--- config.mk ---
export PLATFORM = sky130hd
export DESIGN_NAME = frame_ctrl
export DESIGN_NICKNAME = d
export VERILOG_FILES = /design/src/rtl/frame_ctrl.sv
export SDC_FILE = /design/constraint.sdc
export NUM_CORES = 1
export LEC_CHECK = 0
export BUFFER_PORTS_ARGS = -buffer_cell sky130_fd_sc_hd__buf_2
export CAP_MARGIN = 20
export CORE_ASPECT_RATIO = 0.9
export CORE_UTILIZATION = 30
export DETAILED_ROUTE_END_ITERATION = 16
export PLACE_DENSITY_LB_ADDON = 0.3
export SETUP_SLACK_MARGIN = 0.2
export SYNTH_ARGS = -nofsm -noshare
export SYNTH_HDL_FRONTEND = slang
export SYNTH_SLANG_ARGS = --single-unit
--- constraint.sdc ---
create_clock -name clk -period 3.85 [get_ports clk]
set_input_delay 0.5775 -clock clk [delete_from_list [all_inputs] [get_ports clk]]
set_output_delay 0.5775 -clock clk [all_outputs]
set_load 0.05 [all_outputs]
--- src/rtl/frame_ctrl.sv ---
// frame_ctrl: frame sequencer for the capture pipeline; optional watchdog via FRAME_CTRL_WDOG_EN
module frame_ctrl #(
  parameter int EXP_PIX  = 307200,
  parameter int FRAMES   = 0,
  parameter int CNT_W    = 19,
  parameter int WDOG_CYC = 2000000
) (
  input  logic        clk,
  input  logic        rst_n,
  input  logic        cfg_done,
  input  logic        start,
  input  logic        stop,
  input  logic        clr_err,
  input  logic        vsync,
  input  logic        tail_vld,
  input  logic        tail_sop,
  input  logic        tail_eop,
  input  logic        fifo_full,
  input  logic        fifo_empty,
  output logic        en_capture,
  output logic        busy,
  output logic        done,
  output logic [15:0] frame_cnt,
  output logic        err,
  output logic [1:0]  err_code
);
  typedef enum logic [2:0] {S_IDLE, S_WAIT_VS, S_RUN, S_DRAIN, S_ERR} state_t;
  state_t            r_state, w_next;
  logic              r_vsync_d, r_stop_req;
  logic [CNT_W-1:0]  r_pix_cnt, w_pix_inc;
  logic [15:0]       w_frame_nxt;
  logic [1:0]        w_code_nxt;
  logic              w_done_nxt, w_vs_rise, w_ovf, w_eop, w_match, w_last, w_wdog_hit;
  assign w_vs_rise = vsync & ~r_vsync_d;
  assign w_ovf     = fifo_full & tail_vld & (r_state inside {S_WAIT_VS, S_RUN, S_DRAIN});
  assign w_pix_inc = tail_sop ? CNT_W'(1) : (&r_pix_cnt ? r_pix_cnt : r_pix_cnt + CNT_W'(1));
  assign w_eop     = (r_state == S_RUN) & tail_vld & tail_eop;
  assign w_match   = w_pix_inc == CNT_W'(EXP_PIX);
  assign w_last    = (FRAMES != 0) && ((frame_cnt + 16'd1) == 16'(FRAMES));
`ifdef FRAME_CTRL_WDOG_EN
  logic [31:0] r_wdog;
  assign w_wdog_hit = r_wdog >= 32'(WDOG_CYC - 1);
  // watchdog restarts on every state change and on each tail beat while running
  always_ff @(posedge clk or negedge rst_n)
    if (!rst_n) r_wdog <= '0;
    else r_wdog <= (w_next != r_state || (r_state == S_RUN && tail_vld)) ? '0 : r_wdog + 32'd1;
`else
  assign w_wdog_hit = 1'b0;
`endif
  // next-state and next-output decode; overflow outranks every other event
  always_comb begin
    w_next      = r_state;
    w_frame_nxt = frame_cnt;
    w_code_nxt  = err_code;
    w_done_nxt  = 1'b0;
    if (w_ovf) begin
      w_next     = S_ERR;
      w_code_nxt = 2'd1;
    end else begin
      case (r_state)
        S_IDLE: if (start && cfg_done) begin
          w_next      = S_WAIT_VS;
          w_frame_nxt = '0;
        end
        S_WAIT_VS: if (stop) w_next = S_IDLE;
          else if (w_vs_rise) w_next = S_RUN;
          else if (w_wdog_hit) begin
            w_next     = S_ERR;
            w_code_nxt = 2'd3;
          end
        S_RUN: if (w_eop) begin
            if (!w_match) begin
              w_next     = S_ERR;
              w_code_nxt = 2'd2;
            end else begin
              w_frame_nxt = frame_cnt + 16'd1;
              if (r_stop_req || stop || w_last) w_next = S_DRAIN;
            end
          end else if (!tail_vld && w_wdog_hit) begin
            w_next     = S_ERR;
            w_code_nxt = 2'd3;
          end
        S_DRAIN: if (fifo_empty) begin
          w_next     = S_IDLE;
          w_done_nxt = 1'b1;
        end
        S_ERR: if (clr_err) begin
          w_next     = S_IDLE;
          w_code_nxt = 2'd0;
        end
        default: w_next = S_IDLE;
      endcase
    end
  end
  // state, pixel counter, stop request and registered outputs
  always_ff @(posedge clk or negedge rst_n)
    if (!rst_n) begin
      r_state    <= S_IDLE;
      r_vsync_d  <= 1'b0;
      r_stop_req <= 1'b0;
      r_pix_cnt  <= '0;
      en_capture <= 1'b0;
      busy       <= 1'b0;
      done       <= 1'b0;
      frame_cnt  <= '0;
      err        <= 1'b0;
      err_code   <= '0;
    end else begin
      r_state    <= w_next;
      r_vsync_d  <= vsync;
      r_stop_req <= (r_state == S_IDLE) ? 1'b0 : (r_stop_req | (stop & (r_state == S_RUN)));
      if (r_state == S_RUN && tail_vld) r_pix_cnt <= w_pix_inc;
      en_capture <= w_next == S_RUN;
      busy       <= w_next != S_IDLE;
      done       <= w_done_nxt;
      frame_cnt  <= w_frame_nxt;
      err        <= w_next == S_ERR;
      err_code   <= w_code_nxt;
    end
endmodule

After elaboration in Yosys (flattened, before gate mapping)
Index checks and enable logic that the tools add are counted.
{"block": "totals", "reg_bits": 46, "in_bits": 12}
{"block": "classes", "reduce_logical": 11, "n_eq_ne": 13, "n_bitwise": 9, "n_addsub": 2, "n_mux": 25}
{"cell": "$mux W16", "n": 3}
{"cell": "$mux W19", "n": 2}
{"cell": "$pmux W16 S2", "n": 1}
{"cell": "$mux W3", "n": 9}
{"cell": "$add A19 B1 Y19 const B", "n": 1}
{"cell": "$eq A19 B19 Y1 const B", "n": 1}
{"cell": "$reduce_and A19 Y1", "n": 1}
{"cell": "$add A16 B1 Y16 const B", "n": 1}
{"cell": "$pmux W3 S5", "n": 1}
{"cell": "$eq A3 B2 Y1 const B", "n": 3}
{"cell": "$ne A3 B3 Y1 const B", "n": 3}
{"cell": "$reduce_bool A3 Y1", "n": 3}
{"cell": "$mux W2", "n": 4}
{"cell": "$and A1 B1 Y1", "n": 6}
{"cell": "$eq A3 B3 Y1 const B", "n": 2}
{"cell": "$ne A2 B2 Y1 const B", "n": 3}
{"cell": "$reduce_and A5 Y1", "n": 1}
{"cell": "$mux W1", "n": 4}
{"cell": "$pmux W2 S2", "n": 1}
{"cell": "$reduce_and A4 Y1", "n": 1}
{"cell": "$eq A3 B1 Y1 const B", "n": 1}
{"cell": "$logic_not A3 Y1", "n": 1}
{"cell": "$logic_and A1 B1 Y1", "n": 2}
{"cell": "$not A1 Y1", "n": 2}
{"cell": "3 further kinds", "n": 3}

Depth between registers and ports, before layout
{"block": "logic_depth", "depth_word": 9, "depth_mapped": 12, "ltp_nobuf": 10}

Worst setup path after synthesis
OpenSTA, ideal clock, no wires.
{"block": "synth_timing", "path_type": "register -> register", "start": "register r_pix_cnt[0]", "end": "register frame_cnt[14]", "t_arrival_ns": 2.927, "path_buffers": 1, "path_stages_with_launch": 12, "setup_slack_ns": 0.845, "cell_sequence": "dfrtp_1 > ha_1 > and4_1 > buf_4 > a21oi_1 > a211oi_2 > a2111oi_4 > nand4_2 > nor4_4 > nor2_2 > or4_1 > a21oi_1"}
{"block": "synth_via", "elab_chain_cells": 6, "word_cells_on_any_way": 7, "classes_between": "1 x add/sub; 2 x eq/ne; 2 x mux; 2 x reduce/logical"}
{"item": "from (decl)", "line_no": "30", "text": "logic [CNT_W-1:0] r_pix_cnt, w_pix_inc;"}
{"item": "from (signal assigned)", "line_no": "112", "text": "if (r_state == S_RUN && tail_vld) r_pix_cnt <= w_pix_inc;"}
{"item": "$add A19 B1 Y19 or $reduce_and A19 Y1 (tied branches)", "line_no": "36", "text": "assign w_pix_inc = tail_sop ? CNT_W'(1) : (&r_pix_cnt ? r_pix_cnt : r_pix_cnt + CNT_W'(1));"}
{"item": "$mux W19 (*) (2 in series)", "line_no": "36"}
{"item": "$eq A19 B19 Y1 (*)", "line_no": "38", "text": "assign w_match = w_pix_inc == CNT_W'(EXP_PIX);"}
{"item": "$ne A2 B2 Y1 (no source line) (*)"}
{"item": "$reduce_and A5 Y1 (no source line) (*)"}
{"item": "to (signal assigned)", "line_no": "116", "text": "frame_cnt <= w_frame_nxt;"}
{"item": "to (decl)", "line_no": "23", "text": "output logic [15:0] frame_cnt,"}
Mark *: on every way between the ends. The rest lies on a longest branch, timed or not.
A chain may end at the register's enable or synchronous reset.

Worst setup path after layout
{"block": "layout_timing", "start": "register r_pix_cnt[0]", "end": "register busy"}
{"block": "layout_via", "elab_chain_cells": 9, "word_cells_on_any_way": 10, "classes_between": "1 x add/sub; 1 x eq/ne; 6 x mux; 2 x reduce/logical"}
{"item": "$add A19 B1 Y19 or $reduce_and A19 Y1 (tied branches)", "line_no": "36"}
{"item": "$mux W19 (*) (2 in series)", "line_no": "36"}
{"item": "$eq A19 B19 Y1 (*)", "line_no": "38"}
{"item": "$mux W3 (*)", "line_no": "72", "text": "if (!w_match) begin"}
{"item": "$mux W3 (*)", "line_no": "71", "text": "S_RUN: if (w_eop) begin"}
{"item": "$pmux W3 S5 (*)", "line_no": "60", "text": "case (r_state)"}
{"item": "$mux W3 (*)", "line_no": "56", "text": "if (w_ovf) begin"}
{"item": "via w_next[2]", "line_no": "28", "text": "state_t r_state, w_next;"}
{"item": "$reduce_bool A3 Y1 (*)", "line_no": "114", "text": "busy <= w_next != S_IDLE;"}
{"item": "to (signal assigned)", "line_no": "103", "text": "busy <= 1'b0;"}
{"item": "to (signal assigned)", "line_no": "114"}
{"item": "to (decl)", "line_no": "21", "text": "output logic busy,"}
The timed path passes the listed nets; every way through them passes the cells marked *.

==> metrics <==
share of layout cells above drive strength 1=16.2%; I/O pin cnt=34; PwrDens=362 nW/µm²; vias per cell=5.52; Synthesized Nets=348; leading post-synthesis cells by cell area=dfrtp_1 40%, nor2_1 4.0%, a21oi_1 4.0%; Yosys top cell area share=39.9%; most frequent cell after synthesis=dfrtp_1; die height=95.0 µm; storage element area=1150 µm²; drt first pass iters=4; gr ovfl total=0; Hold WC Path Type=in2async; Final setup violation count=0; clk_lat worst skew=300 ps; Max Cap Viol=0; sequential fraction of the synthesis area=39.9%; diode count=0; global-route wire length before repair=12,300 µm; critical path's largest stage delay=440 ps; Worst path top cell family by delay=simple AND/OR/NAND/NOR gates; Reg clk slew, reported paths=90 ps; nets=372; placed wire-length estimate=5260 µm; RD Place Congestion=0.895; via count=2,651; Worst EP required=4030 ps; Fillers=964; vias in the first global route=2,451; buffers added on ports=33; CP Max Fanout=8; CP Launch Type=flip-flop; antenna-violating nets left=0; TritonCTS Buffers=5; Synth-to-Final Area Change=11.8%; setup TNS=0 ps; total core area=9210 µm²; flop-to-flop setup slack=610 ps; initial antenna violation count=0; Die W=105 µm; Routed WL=7390 µm; Hold Slack=220 ps; area leader, netlist=dfrtp_1; crit path buf inv count=0; Mapped Area=2890 µm²; Avg Inst Size Synth=8.64 µm²; Reg2Reg Depth=10; reg2reg start=r_pix_cnt[0]$_DFFE_PN0P_; average wire per standard cell=15.4 µm; Crit. End Element=flip-flop; root buffer cell=clkbuf_8; Post-Syn Instances=334; worst-margin pin slew=840 ps; largest net degree at the start of global routing=47; status=finished clean; top_reg_cell synth=dfrtp_1; fmax=308 MHz; Starting Density=31.3%; number of clock sinks=46; Max Root-Sink Buffers=2; Final Util=35.0%; Slowest cell on crit path=dfrtp_1; crit path kind=reg2reg; multi-input logic area=1610 µm²; Detailed Route Iter0 Violations=250; Peak VDD IR=0.000233 V; worst r2r dst=busy$_DFF_PN0_; DR DRC count=0; H-tree depth=2; Final Critical Period=3240 ps; Yosys reg bits=46; P_leak=1.39 nW; clk_skew=9.78 ps; CTS tree=yes; Slew Viols, Final=0; worst path arrival time=3420 ps; relative slew slack=43.3%; worst path cell trace=ha_1 -> and4_1 -> nand3_1 -> o31a_1 -> nor3_2 -> nand4_2 -> nor3_1 -> nand2_1 -> a311o_1 -> o21bai_1; Power, Total=1.17 mW; Post-synth ARST share=100%; EDFF count, synth=0; RSZ-0062 raised after global routing=no; global-route usage over all layers=15.6%; Synth Warn #=0; Post-synth top cells=46 x dfrtp_1, 31 x nor2_1, 28 x nand2_1, 23 x a21oi_1, 20 x o21ai_0; die area=10,000 µm²; Worst path depth=10; Placement Rows=33; Final Cycle Share=84.2%; Fin. Hold Viols=0; Distinct cells, synth=56
how the worst max path moves through the flow:
stage                                        start                        end  slack, ps
after global placement    r_pix_cnt[0]$_DFFE_PN0P_  frame_cnt[15]$_DFFE_PN0P_        400
after floorplan           r_pix_cnt[0]$_DFFE_PN0P_  frame_cnt[14]$_DFFE_PN0P_        840
after detailed placement  r_pix_cnt[0]$_DFFE_PN0P_  frame_cnt[13]$_DFFE_PN0P_        360
final                     r_pix_cnt[0]$_DFFE_PN0P_             busy$_DFF_PN0_        610
after global routing      r_pix_cnt[0]$_DFFE_PN0P_  frame_cnt[11]$_DFFE_PN0P_        350
after CTS                 r_pix_cnt[0]$_DFFE_PN0P_  frame_cnt[15]$_DFFE_PN0P_        340
kinds of logic (layout without fill, tap and decap cells):
family | after synthesis | in the layout | synth area share [%]
flops | 46 | 46 | 39.9
mux | 3 | 3 | 1.13
fa+ha+maj | 2 | 2 | 0.867
xor+xnor | 9 | 9 | 2.73
simple gates | 151 | 151 | 28.4
buf+inv | 28 | 52 | 4.42
compound gates | 95 | 95 | 22.5
placed cells by master, fill, tap and decap left out, drive strengths merged, types with 8 or more instances in the layout:
master   n
nand2   28
nor3    10
xor2     8
nor2    34
and3    14
inv      8
o21ai   21
nand3   18
a31oi    9
dfrtp   46
a21oi   23
buf     37
nand4   11
through the flow:
step | cell area [µm²] | cells | setup slack [ps]
final | 3230 | 480 | 607
after global routing | 3230 | 480 | 348
after CTS | 3200 | 478 | 344
after detailed placement | 3120 | 471 | 359
after global placement | 3120 | 471 | 396
after floorplan | 2890 | 334 | 845
final cells by class:
class | instances | share of cell area (%)
repair buffers | 37 | 6.44
multi-input cells | 260 | 49.8
clock buffers | 5 | 2.13
well taps | 122 | 4.73
flip-flops and latches | 46 | 35.7
clock inverters | 2 | 0.310
inverters | 8 | 0.931
registers in the layout (all words and copies together) (netlist names):
| name | flops |
|---|---|
| r_pix_cnt | 19 |
| frame_cnt | 16 |
| r_state | 3 |
| err_code | 2 |
| busy | 1 |
| done | 1 |
| en_capture | 1 |
| err | 1 |
| r_stop_req | 1 |
| r_vsync_d | 1 |
report_power, final:
group / leakage [nW] / internal (mW) / total, mW / switching, mW
combinational: 0.715 / 0.101 / 0.314 / 0.213
clock: 0.0438 / 0.122 / 0.280 / 0.158
sequential: 0.629 / 0.527 / 0.575 / 0.0483
total: 1.39 / 0.750 / 1.17 / 0.419
layer usage:
layer	GRT usage (%)	vias to the layer above	part of all wire (%)
li1	-	1306	-
met1	22.1	1265	49
met3	2.80	6	5.0
met4	4.11	0	0.97
met5	0	-	0
met2	24.3	74	45
what timing repair did:
| action | 4_1_cts | 5_1_grt |
|---|---|---|
| endpoints found under the setup margin | 0 | 7 |
| resized for setup | 0 | 0 |
| setup buffers | 0 | 1 |
| hold buffers | 0 | 0 |
(Power assumes the default switching activity.)
